File: src/rtl/mem_pkg.sv
// rtl/mem_pkg.sv - shared load/store definitions: funct3 codes, FSM states, line geometry
package mem_pkg;

  localparam int LINE_BYTES = 16;

  localparam logic [2:0] F3_B  = 3'b000;
  localparam logic [2:0] F3_H  = 3'b001;
  localparam logic [2:0] F3_W  = 3'b010;
  localparam logic [2:0] F3_BU = 3'b100;
  localparam logic [2:0] F3_HU = 3'b101;

  typedef enum logic [2:0] {
    ST_IDLE,
    ST_RD_ADDR,
    ST_RD_DATA,
    ST_WR,
    ST_RESP
  } state_e;

  // Address bits that must be zero for the access width (byte 00, half 01, word 11).
  function automatic logic [1:0] align_mask(input logic [2:0] funct3);
    if (funct3[1]) return 2'b11;
    else if (funct3[0]) return 2'b01;
    else return 2'b00;
  endfunction

endpackage

File: src/rtl/dm_lane_align.sv
// rtl/dm_lane_align.sv - combinational lane steering: store replication/strobes and load extraction/extension
module dm_lane_align
  import mem_pkg::*;
(
  input  logic [2:0]              funct3,
  input  logic [3:0]              offset,
  input  logic [31:0]             store_data,
  input  logic [LINE_BYTES*8-1:0] line_rdata,
  output logic [LINE_BYTES*8-1:0] line_wdata,
  output logic [LINE_BYTES-1:0]   line_strb,
  output logic [31:0]             load_data
);

  logic [31:0] word;
  logic [7:0]  lane_b;
  logic [15:0] lane_h;

  always_comb begin
    word   = line_rdata[{offset[3:2], 5'b0} +: 32];
    lane_b = word[{offset[1:0], 3'b0} +: 8];
    lane_h = word[{offset[1], 4'b0} +: 16];

    case (funct3)
      F3_B:    load_data = {{24{lane_b[7]}}, lane_b};
      F3_BU:   load_data = {24'b0, lane_b};
      F3_H:    load_data = {{16{lane_h[15]}}, lane_h};
      F3_HU:   load_data = {16'b0, lane_h};
      default: load_data = word;
    endcase

    // Replicating the store data means every candidate lane already holds it; the strobe picks one.
    if (funct3[1]) begin
      line_wdata = {(LINE_BYTES / 4){store_data}};
      line_strb  = LINE_BYTES'(4'hF) << offset;
    end else if (funct3[0]) begin
      line_wdata = {(LINE_BYTES / 2){store_data[15:0]}};
      line_strb  = LINE_BYTES'(4'h3) << offset;
    end else begin
      line_wdata = {LINE_BYTES{store_data[7:0]}};
      line_strb  = LINE_BYTES'(4'h1) << offset;
    end
  end

endmodule

File: src/rtl/dm_access_unit.sv
// rtl/dm_access_unit.sv - memory-stage load/store FSM driving the 128-bit DM channels
// Optional: MISALIGN_TRAP_EN traps misaligned half/word accesses instead of force-aligning them.
module dm_access_unit
  import mem_pkg::*;
#(
  parameter int ADDR_W = 32,
  parameter int LINE_W = 128
) (
  input  logic                clk,
  input  logic                rst,
  input  logic                req_valid,
  output logic                req_ready,
  input  logic                req_load,
  input  logic                req_store,
  input  logic [2:0]          req_funct3,
  input  logic [ADDR_W-1:0]   req_addr,
  input  logic [31:0]         req_wdata,
  input  logic [4:0]          req_rd,
  input  logic                req_we,
  output logic [ADDR_W-1:0]   ARADDR_DM,
  output logic                ARVALID_DM,
  input  logic                ARREADY_DM,
  input  logic [LINE_W-1:0]   RDATA_DM,
  input  logic                RVALID_DM,
  output logic                RREADY_DM,
  output logic [ADDR_W-1:0]   AWADDR_DM,
  output logic                AWVALID_DM,
  input  logic                AWREADY_DM,
  output logic [LINE_W-1:0]   WDATA_DM,
  output logic [LINE_W/8-1:0] WSTRB_DM,
  output logic                WVALID_DM,
  input  logic                WREADY_DM,
  output logic                wb_valid,
  output logic                wb_we,
  output logic [4:0]          wb_rd,
  output logic [31:0]         wb_data
`ifdef MISALIGN_TRAP_EN
  ,
  output logic                wb_misalign
`endif
);

  state_e              state_q, state_d;
  logic [2:0]          funct3_q, funct3_d;
  logic [ADDR_W-1:0]   addr_q, addr_d;
  logic [31:0]         wdata_q, wdata_d;
  logic [4:0]          rd_q, rd_d;
  logic                we_q, we_d;
  logic [31:0]         wb_data_q, wb_data_d;
  logic                aw_pend_q, aw_pend_d;
  logic                w_pend_q, w_pend_d;
  logic [1:0]          amask;
  logic [LINE_W-1:0]   line_wdata;
  logic [LINE_W/8-1:0] line_strb;
  logic [31:0]         load_data;
`ifdef MISALIGN_TRAP_EN
  logic                misalign_q, misalign_d;
  logic                mis;
`endif

  dm_lane_align u_lane_align (
    .funct3     (funct3_q),
    .offset     (addr_q[3:0]),
    .store_data (wdata_q),
    .line_rdata (RDATA_DM),
    .line_wdata (line_wdata),
    .line_strb  (line_strb),
    .load_data  (load_data)
  );

  assign amask = align_mask(req_funct3);
`ifdef MISALIGN_TRAP_EN
  assign mis = (req_load || req_store) && (|(req_addr[1:0] & amask));
`endif

  always_comb begin
    state_d   = state_q;
    funct3_d  = funct3_q;
    addr_d    = addr_q;
    wdata_d   = wdata_q;
    rd_d      = rd_q;
    we_d      = we_q;
    wb_data_d = wb_data_q;
    aw_pend_d = aw_pend_q;
    w_pend_d  = w_pend_q;
`ifdef MISALIGN_TRAP_EN
    misalign_d = misalign_q;
`endif
    case (state_q)
      ST_IDLE: begin
        if (req_valid) begin
          funct3_d  = req_funct3;
          wdata_d   = req_wdata;
          rd_d      = req_rd;
          we_d      = req_we && !req_store;
          wb_data_d = 32'(req_addr);
          addr_d    = req_addr;
          if (req_load || req_store) begin
            addr_d = {req_addr[ADDR_W-1:2], req_addr[1:0] & ~amask};
          end
`ifdef MISALIGN_TRAP_EN
          misalign_d = mis;
          if (mis) begin
            we_d      = 1'b0;
            wb_data_d = '0;
            state_d   = ST_RESP;
          end else
`endif
          if (req_load) begin
            state_d = ST_RD_ADDR;
          end else if (req_store) begin
            aw_pend_d = 1'b1;
            w_pend_d  = 1'b1;
            state_d   = ST_WR;
          end else begin
            state_d = ST_RESP;
          end
        end
      end
      ST_RD_ADDR: begin
        if (ARREADY_DM) state_d = ST_RD_DATA;
      end
      ST_RD_DATA: begin
        if (RVALID_DM) begin
          wb_data_d = load_data;
          state_d   = ST_RESP;
        end
      end
      ST_WR: begin
        // AW and W complete independently; leave only once both are done.
        aw_pend_d = aw_pend_q && !AWREADY_DM;
        w_pend_d  = w_pend_q && !WREADY_DM;
        if (!aw_pend_d && !w_pend_d) state_d = ST_RESP;
      end
      ST_RESP: begin
        state_d = ST_IDLE;
      end
      default: begin
        state_d = ST_IDLE;
      end
    endcase
  end

  always_ff @(posedge clk or negedge rst) begin
    if (!rst) begin
      state_q   <= ST_IDLE;
      funct3_q  <= '0;
      addr_q    <= '0;
      wdata_q   <= '0;
      rd_q      <= '0;
      we_q      <= 1'b0;
      wb_data_q <= '0;
      aw_pend_q <= 1'b0;
      w_pend_q  <= 1'b0;
`ifdef MISALIGN_TRAP_EN
      misalign_q <= 1'b0;
`endif
    end else begin
      state_q   <= state_d;
      funct3_q  <= funct3_d;
      addr_q    <= addr_d;
      wdata_q   <= wdata_d;
      rd_q      <= rd_d;
      we_q      <= we_d;
      wb_data_q <= wb_data_d;
      aw_pend_q <= aw_pend_d;
      w_pend_q  <= w_pend_d;
`ifdef MISALIGN_TRAP_EN
      misalign_q <= misalign_d;
`endif
    end
  end

  assign req_ready  = (state_q == ST_IDLE);
  assign ARVALID_DM = (state_q == ST_RD_ADDR);
  assign ARADDR_DM  = ARVALID_DM ? {addr_q[ADDR_W-1:4], 4'b0} : '0;
  assign RREADY_DM  = (state_q == ST_RD_DATA);
  assign AWVALID_DM = aw_pend_q;
  assign AWADDR_DM  = aw_pend_q ? {addr_q[ADDR_W-1:4], 4'b0} : '0;
  assign WVALID_DM  = w_pend_q;
  assign WDATA_DM   = w_pend_q ? line_wdata : '0;
  assign WSTRB_DM   = w_pend_q ? line_strb : '0;
  assign wb_valid   = (state_q == ST_RESP);
  assign wb_we      = wb_valid && we_q;
  assign wb_rd      = wb_valid ? rd_q : '0;
  assign wb_data    = wb_valid ? wb_data_q : '0;
`ifdef MISALIGN_TRAP_EN
  assign wb_misalign = wb_valid && misalign_q;
`endif

endmodule

File: config.mk
export PLATFORM = sky130hd
export DESIGN_NAME = dm_access_unit
export DESIGN_NICKNAME = d
export VERILOG_FILES = /design/src/rtl/mem_pkg.sv /design/src/rtl/dm_lane_align.sv /design/src/rtl/dm_access_unit.sv
export SDC_FILE = /design/constraint.sdc
export NUM_CORES = 1
export LEC_CHECK = 0
export CORE_AREA = 2 2 180 182
export CTS_CLUSTER_DIAMETER = 150
export DETAILED_ROUTE_END_ITERATION = 16
export DIE_AREA = 0 0 182 184
export HOLD_SLACK_MARGIN = 0.08
export PLACE_DENSITY_LB_ADDON = 0.25
export SYNTH_ARGS = -nofsm -noshare
export SYNTH_HDL_FRONTEND = slang
export SYNTH_HIERARCHICAL = 1
export SYNTH_SLANG_ARGS = --single-unit
File: constraint.sdc
create_clock -name clk -period 3.2 [get_ports clk]
set_input_delay 0.64 -clock clk [delete_from_list [all_inputs] [get_ports clk]]
set_output_delay 0.64 -clock clk [all_outputs]
set_load 0.01 [all_outputs]
== Yosys cells after proc, flatten, opt, wreduce, memory -nomap -nowiden ==
Cells that the tools add are included.

* Logic and storage cells: 78
* Register bits: 110

* Bitwise operators: 2
* Shift operators: 6
* Eq/ne operators: 13
* Reductions and logical operators: 19
* Mux-type cells: 29

{| class="wikitable"
|+ Operators by type and width
! kind !! count
|-
| $mux W128 || 3
|-
| $mux W32 || 5
|-
| $pmux W32 S4 || 1
|-
| $shiftx A128 B8 Y32 || 1
|-
| $pmux W32 S2 || 1
|-
| $mux W16 || 3
|-
| $shiftx A32 B6 Y16 || 1
|-
| $shiftx A32 B6 Y8 || 1
|-
| $mux W3 || 6
|-
| $shl A1 B4 Y16 const A || 1
|-
| $shl A2 B4 Y16 const A || 1
|-
| $shl A4 B4 Y16 const A || 1
|-
| $pmux W3 S4 || 1
|-
| $eq A3 B3 Y1 const B || 3
|-
| $ne A2 B2 Y1 const B || 4
|-
| $reduce_and A4 Y1 || 2
|-
| $eq A3 B1 Y1 const B || 2
|-
| $eq A3 B2 Y1 const B || 2
|-
| $logic_not A3 Y1 || 2
|-
| $logic_and A1 B1 Y1 || 5
|-
| $logic_not A1 Y1 || 5
|-
| $mux W5 || 1
|-
| $mux W1 || 4
|-
| $mux W2 || 2
|-
| other kinds (8) || 11
|}

== Longest topological paths before layout ==
* Depth in word-level cells: 6
* Gate-level depth with buffers: 9
* Depth with buffers taken out: 6

== By module ==
The synthesis kept the hierarchy.

{| class="wikitable"
|+ Modules (own cells, without submodules)
! module !! seq. area each (µm²) !! instances !! area each (µm²) !! cells each
|-
| dm_access_unit || 2752.6 || 1 || 6343.6 || 721
|-
| dm_lane_align || 0.0 || 1 || 3368.2 || 375
|}

== Worst setup path after synthesis ==
No wires, ideal clock.

* Path type: register to output
* Start point: register funct3_q[1]
* End point: output WDATA_DM[104]
* Path buffers: 2
* Arrival time: 1783 ps
* Setup slack: 777 ps
* Stages on the path, launching flop included: 6
* Cells stage by stage: dfrtp_1 -> clkbuf_1 -> nor2_1 -> mux2_2 -> buf_4 -> and2_1

* Cells in the longest elaborated chain, start to end: 2

{| class="wikitable"
|+ RTL lines
! element !! line !! RTL
|-
| start, declared || dm_access_unit.sv:44 || <nowiki>logic [2:0] funct3_q, funct3_d;</nowiki>
|-
| start signal, assigned || dm_access_unit.sv:160 || <nowiki>funct3_q <= funct3_d;</nowiki>
|-
| $mux W128 || dm_lane_align.sv:32 || <nowiki>if (funct3[1]) begin</nowiki>
|-
| named net line_wdata[104] || dm_access_unit.sv:53 || <nowiki>logic [LINE_W-1:0] line_wdata;</nowiki>
|-
| $mux W128 || dm_access_unit.sv:181 || <nowiki>assign WDATA_DM = w_pend_q ? line_wdata : '0;</nowiki>
|-
| end, declared || dm_access_unit.sv:29 || <nowiki>output logic [LINE_W-1:0] WDATA_DM,</nowiki>
|}

The timed path passes the listed nets, and every way through them passes these cells.

== Worst setup path after layout ==
* Start point: register funct3_q[1]
* End point: output WDATA_DM[63]

* Cells in the longest elaborated chain, start to end: 2

{| class="wikitable"
|+ RTL lines
! element !! line
|-
| $mux W128 || dm_lane_align.sv:32
|-
| $mux W128 || dm_access_unit.sv:181
|}

Every way passes these cells.

==> summary.md <==
| Metric | Value |
|---|---|
| Initial drt markers | 374 |
| Post-DRT Antenna Nets | 0 |
| Pins Over Slew Limit | 0 |
| Synth Area in Compound Gates | 7.28% |
| Met1 Use GR | 23.2% |
| Initial antenna violation count | 4 |
| EDFF count, synth | 0 |
| Worst-path clk slew | 0.10 ns |
| GPL Wtd Cong | 0.827 |
| Setup TNS | 0 ns |
| P_leak | 5.85 nW |
| Distinct cells, synth | 55 |
| Kind of start point of the critical path | flop |
| Main combinational cell family by area after synthesis | simple AND/OR/NAND/NOR gates |
| R2R Path End | wb_data_q[15] |
| GR Overflow Total | 0 |
| Die Wd | 182 microns |
| Worst Path Required | 2.56 ns |
| Row count | 65 |
| Post-synthesis xor/xnor area fraction | 0% |
| Reg2Reg Launch Point | addr_q[3] |
| Clk_skew | 0.0173 ns |
| CTS Root Cell | clkbuf_16 |
| DR vias | 8847 |
| Sequential cell area fraction in the yosys report | 28.3% |
| Die Height | 184 microns |
| YS warnings | 6 |
| Setup-failing EPs final | 0 |
| Routed wire length | 37200 microns |
| Wire per inst | 20.5 microns |
| CP startpoint | funct3_q[1] |
| DP Area | 13900 sq um |
| Cts bufs inserted | 9 |
| Cells after Synth | 1096 |
| Dominant cell type by area after synthesis | dfrtp_1 |
| Clock buffer depth | 2 |
| Slew headroom | 41.9% |
| Core region area | 31400 sq um |
| H-tree levels | 3 |
| Gr busiest metal | met2 |
| CTS tree | yes |
| CP peak stage delay | 0.55 ns |
| Crit path cell chain | buf_4 -> o21ai_0 -> and2_1 -> clkdlybuf4s50_1 |
| Finished Cell Area | 14200 sq um |
| R2R depth | 8 |
| Crit end category | output port |
| Hold Path Class | in -> async |
| Mux cell area share after synthesis | 22.5% |
| Critical path fanouts, max | 25 |
| Mapped Area | 9710 sq um |
| Crit path DAT | 2.43 ns |
| Port Buffers | 453 |
| Largest net degree at the start of global routing | 51 |
| First-pass GRT wire length | 55100 microns |
| Synth top area cells | dfrtp_1 28%, and2_1 15%, mux4_2 10%, nand2_1 9.5%, buf_4 9.3% |
| Met2 Resource Use GR | 41.7% |
| Cells after DPL | 1799 |
| Min Clock Period, post-route | 3.07 ns |
| Nets | 1618 |
| GRT Total Usage | 21.9% |
| Worst hold slack | 0.314 ns |
| Clock Latency Late Sink | 0.37 ns |
| Starting Density | 30.9% |
| Asr flop ratio synth | 100% |
| Met3 usage | 4.68% |
| CP max-delay cell | o21ai_0 |
| Layout cell share with drive strength beyond 1 | 14.6% |
| Simple-Gate Fraction of Synth Area | 28.2% |
| Post-route insts no fill | 1816 |
| Hold Vio Cnt, Final | 0 |
| Reg-to-reg slack, setup | 0.44 ns |
| CP endpoint | WDATA_DM[63] |
| Outcome | completed |
| Power Dens Cells | 925 nW/um^2 |
| RSZ-0062 raised after global routing | no |
| Vias in the first global route | 8828 |
| Io pins | 462 |
| Critical Setup Path Class | reg -> out |
| DIE AREA | 33500 sq um |
| Top cell type's share of synthesized area | 28.3% |
| Area grow syn2layout | 46.1% |
| CTS sink count | 110 |
| DP HPWL | 29700 microns |
| Pre-Repair DR Iteration Count | 5 |
| Setup ws final | 0.132 ns |
| Dpl ws | 0.280 ns |
| Least-Margin Pin Slew | 0.871 ns |
| DRC errors left | 0 |
| Worst IR drop on VDD | 0.335 mV |
| Primary FF master, synth | dfrtp_1 |
| Yosys reg bits | 110 |
| Total of max-cap violations | 0 |
| Fmax | 326 MHz |
| Synth Area per Inst | 8.86 sq um |
| Vias per inst | 4.87 |
| Period utilization | 95.9% |
| Adder-Cell Fraction of Synth Area | 0% |
==> sequential cells by signal, summed over array words and instances, names as in the netlist <==
register	count
funct3_q	3
WVALID_DM	1
rd_q	5
wdata_q	32
state_q	3
we_q	1
AWVALID_DM	1
addr_q	32
wb_data_q	32
==> what timing repair did <==
item,CTS,global route
setup endpoints to repair,0,11
hold buffers,0,0
endpoints found under the hold margin,0,0
resized for setup,0,4
setup buffers,0,0
==> stage by stage <==
stage	power (mW)	util [%]
global route	14.1	45.2
floorplan	9.11	-
finish	13.1	45.2
global placement	11.9	44.1
CTS	13.3	45.2
detailed placement	12.0	44.1
==> placed cells by master (no fill, tap or decap), types with 5 or more instances in the layout <==
cell	instances
clkdlybuf4s50_1	452
nand2_1	247
and2_1	240
dfrtp_1	103
mux2_2	80
mux4_2	43
buf_4	29
mux2i_1	26
nor2_1	20
o21ai_0	10
o211ai_2	10
a31oi_1	10
a21oi_1	9
clkbuf_16	9
nor2b_1	8
conb_1	8
dfrtp_2	7
o211ai_1	7
o22a_1	7
buf_12	7
a2bb2oi_1	7
nand3_1	6
inv_1	5
nor3_1	5
o21a_1	5
==> worst min-delay path by stage <==
| stage | from | cells after the start | to |
|---|---|---|---|
| 5_1_grt | rst | 1 | wdata_q[0] |
| 6_report | rst | 1 | rd_q[2] |
| 4_1_cts | rst | 1 | wdata_q[0] |
| 3_3_place_gp | we_q | 2 | we_q |
| 2_1_floorplan | rst | 0 | AWVALID_DM |
| 3_5_place_dp | rd_q[4] | 2 | rd_q[4] |
==> kinds of logic after synthesis <==
logic type | after synthesis
AOI/OAI and AO/OA | 87
other | 1
DFF | 110
buffers and inverters | 203
muxes | 153
and+or+nand+nor | 542
==> worst max-delay path: cells and delay by family, from the launching register on <==
family / cells / cell delay, ns
buffers and inverters: 2 / 0.79
AO/OA/AOI/OAI: 1 / 0.55
flip-flops: 1 / 0.49
AND/OR/NAND/NOR: 1 / 0.21
==> per-layer routing <==
layer / vias up / wire, microns
met2: 369 / 20000
met5: - / 36
li1: 4168 / -
met4: 6 / 1390
met1: 4246 / 13400
met3: 58 / 2360
==> cell usage after synthesis (all sizes together) (2+ instances only) <==
| cell type | count |
|---|---|
| nor2 | 20 |
| a22oi | 4 |
| a221oi | 5 |
| o21a | 5 |
| nor4 | 2 |
| inv | 6 |
| mux2 | 83 |
| o21ai | 12 |
| o22ai | 3 |
| nand2b | 2 |
| clkbuf | 36 |
| a31oi | 10 |
| and2 | 240 |
| o211ai | 17 |
| clkinv | 2 |
| mux4 | 44 |
| nand3 | 7 |
| buf | 159 |
| o22a | 7 |
| o32ai | 3 |
| dfrtp | 110 |
| nor2b | 8 |
| nor3 | 8 |
| mux2i | 26 |
| a2bb2oi | 7 |
| nand2 | 247 |
| a21oi | 9 |
==> report_power, final <==
group          switching, mW  total, mW  leakage (nW)  internal [mW]
Clock                  0.668       1.24         0.152          0.571
Combinational           4.34       9.07          4.35           4.73
Sequential             0.733       2.82          1.34           2.08
Total                   5.74       13.1          5.85           7.38
==> layout make-up <==
type | count | area (sq um)
Fill cell | 3147 | 17200
Antenna cell | 1 | 2.50
Inverter | 8 | 30.0
Sequential cell | 110 | 2760
Timing Repair Buffer | 489 | 4890
Clock buffer | 9 | 225
Tap cell | 402 | 503
Multi-Input combinational cell | 790 | 5680
Clock inverter | 7 | 91.3
(Power assumes the default switching activity.)
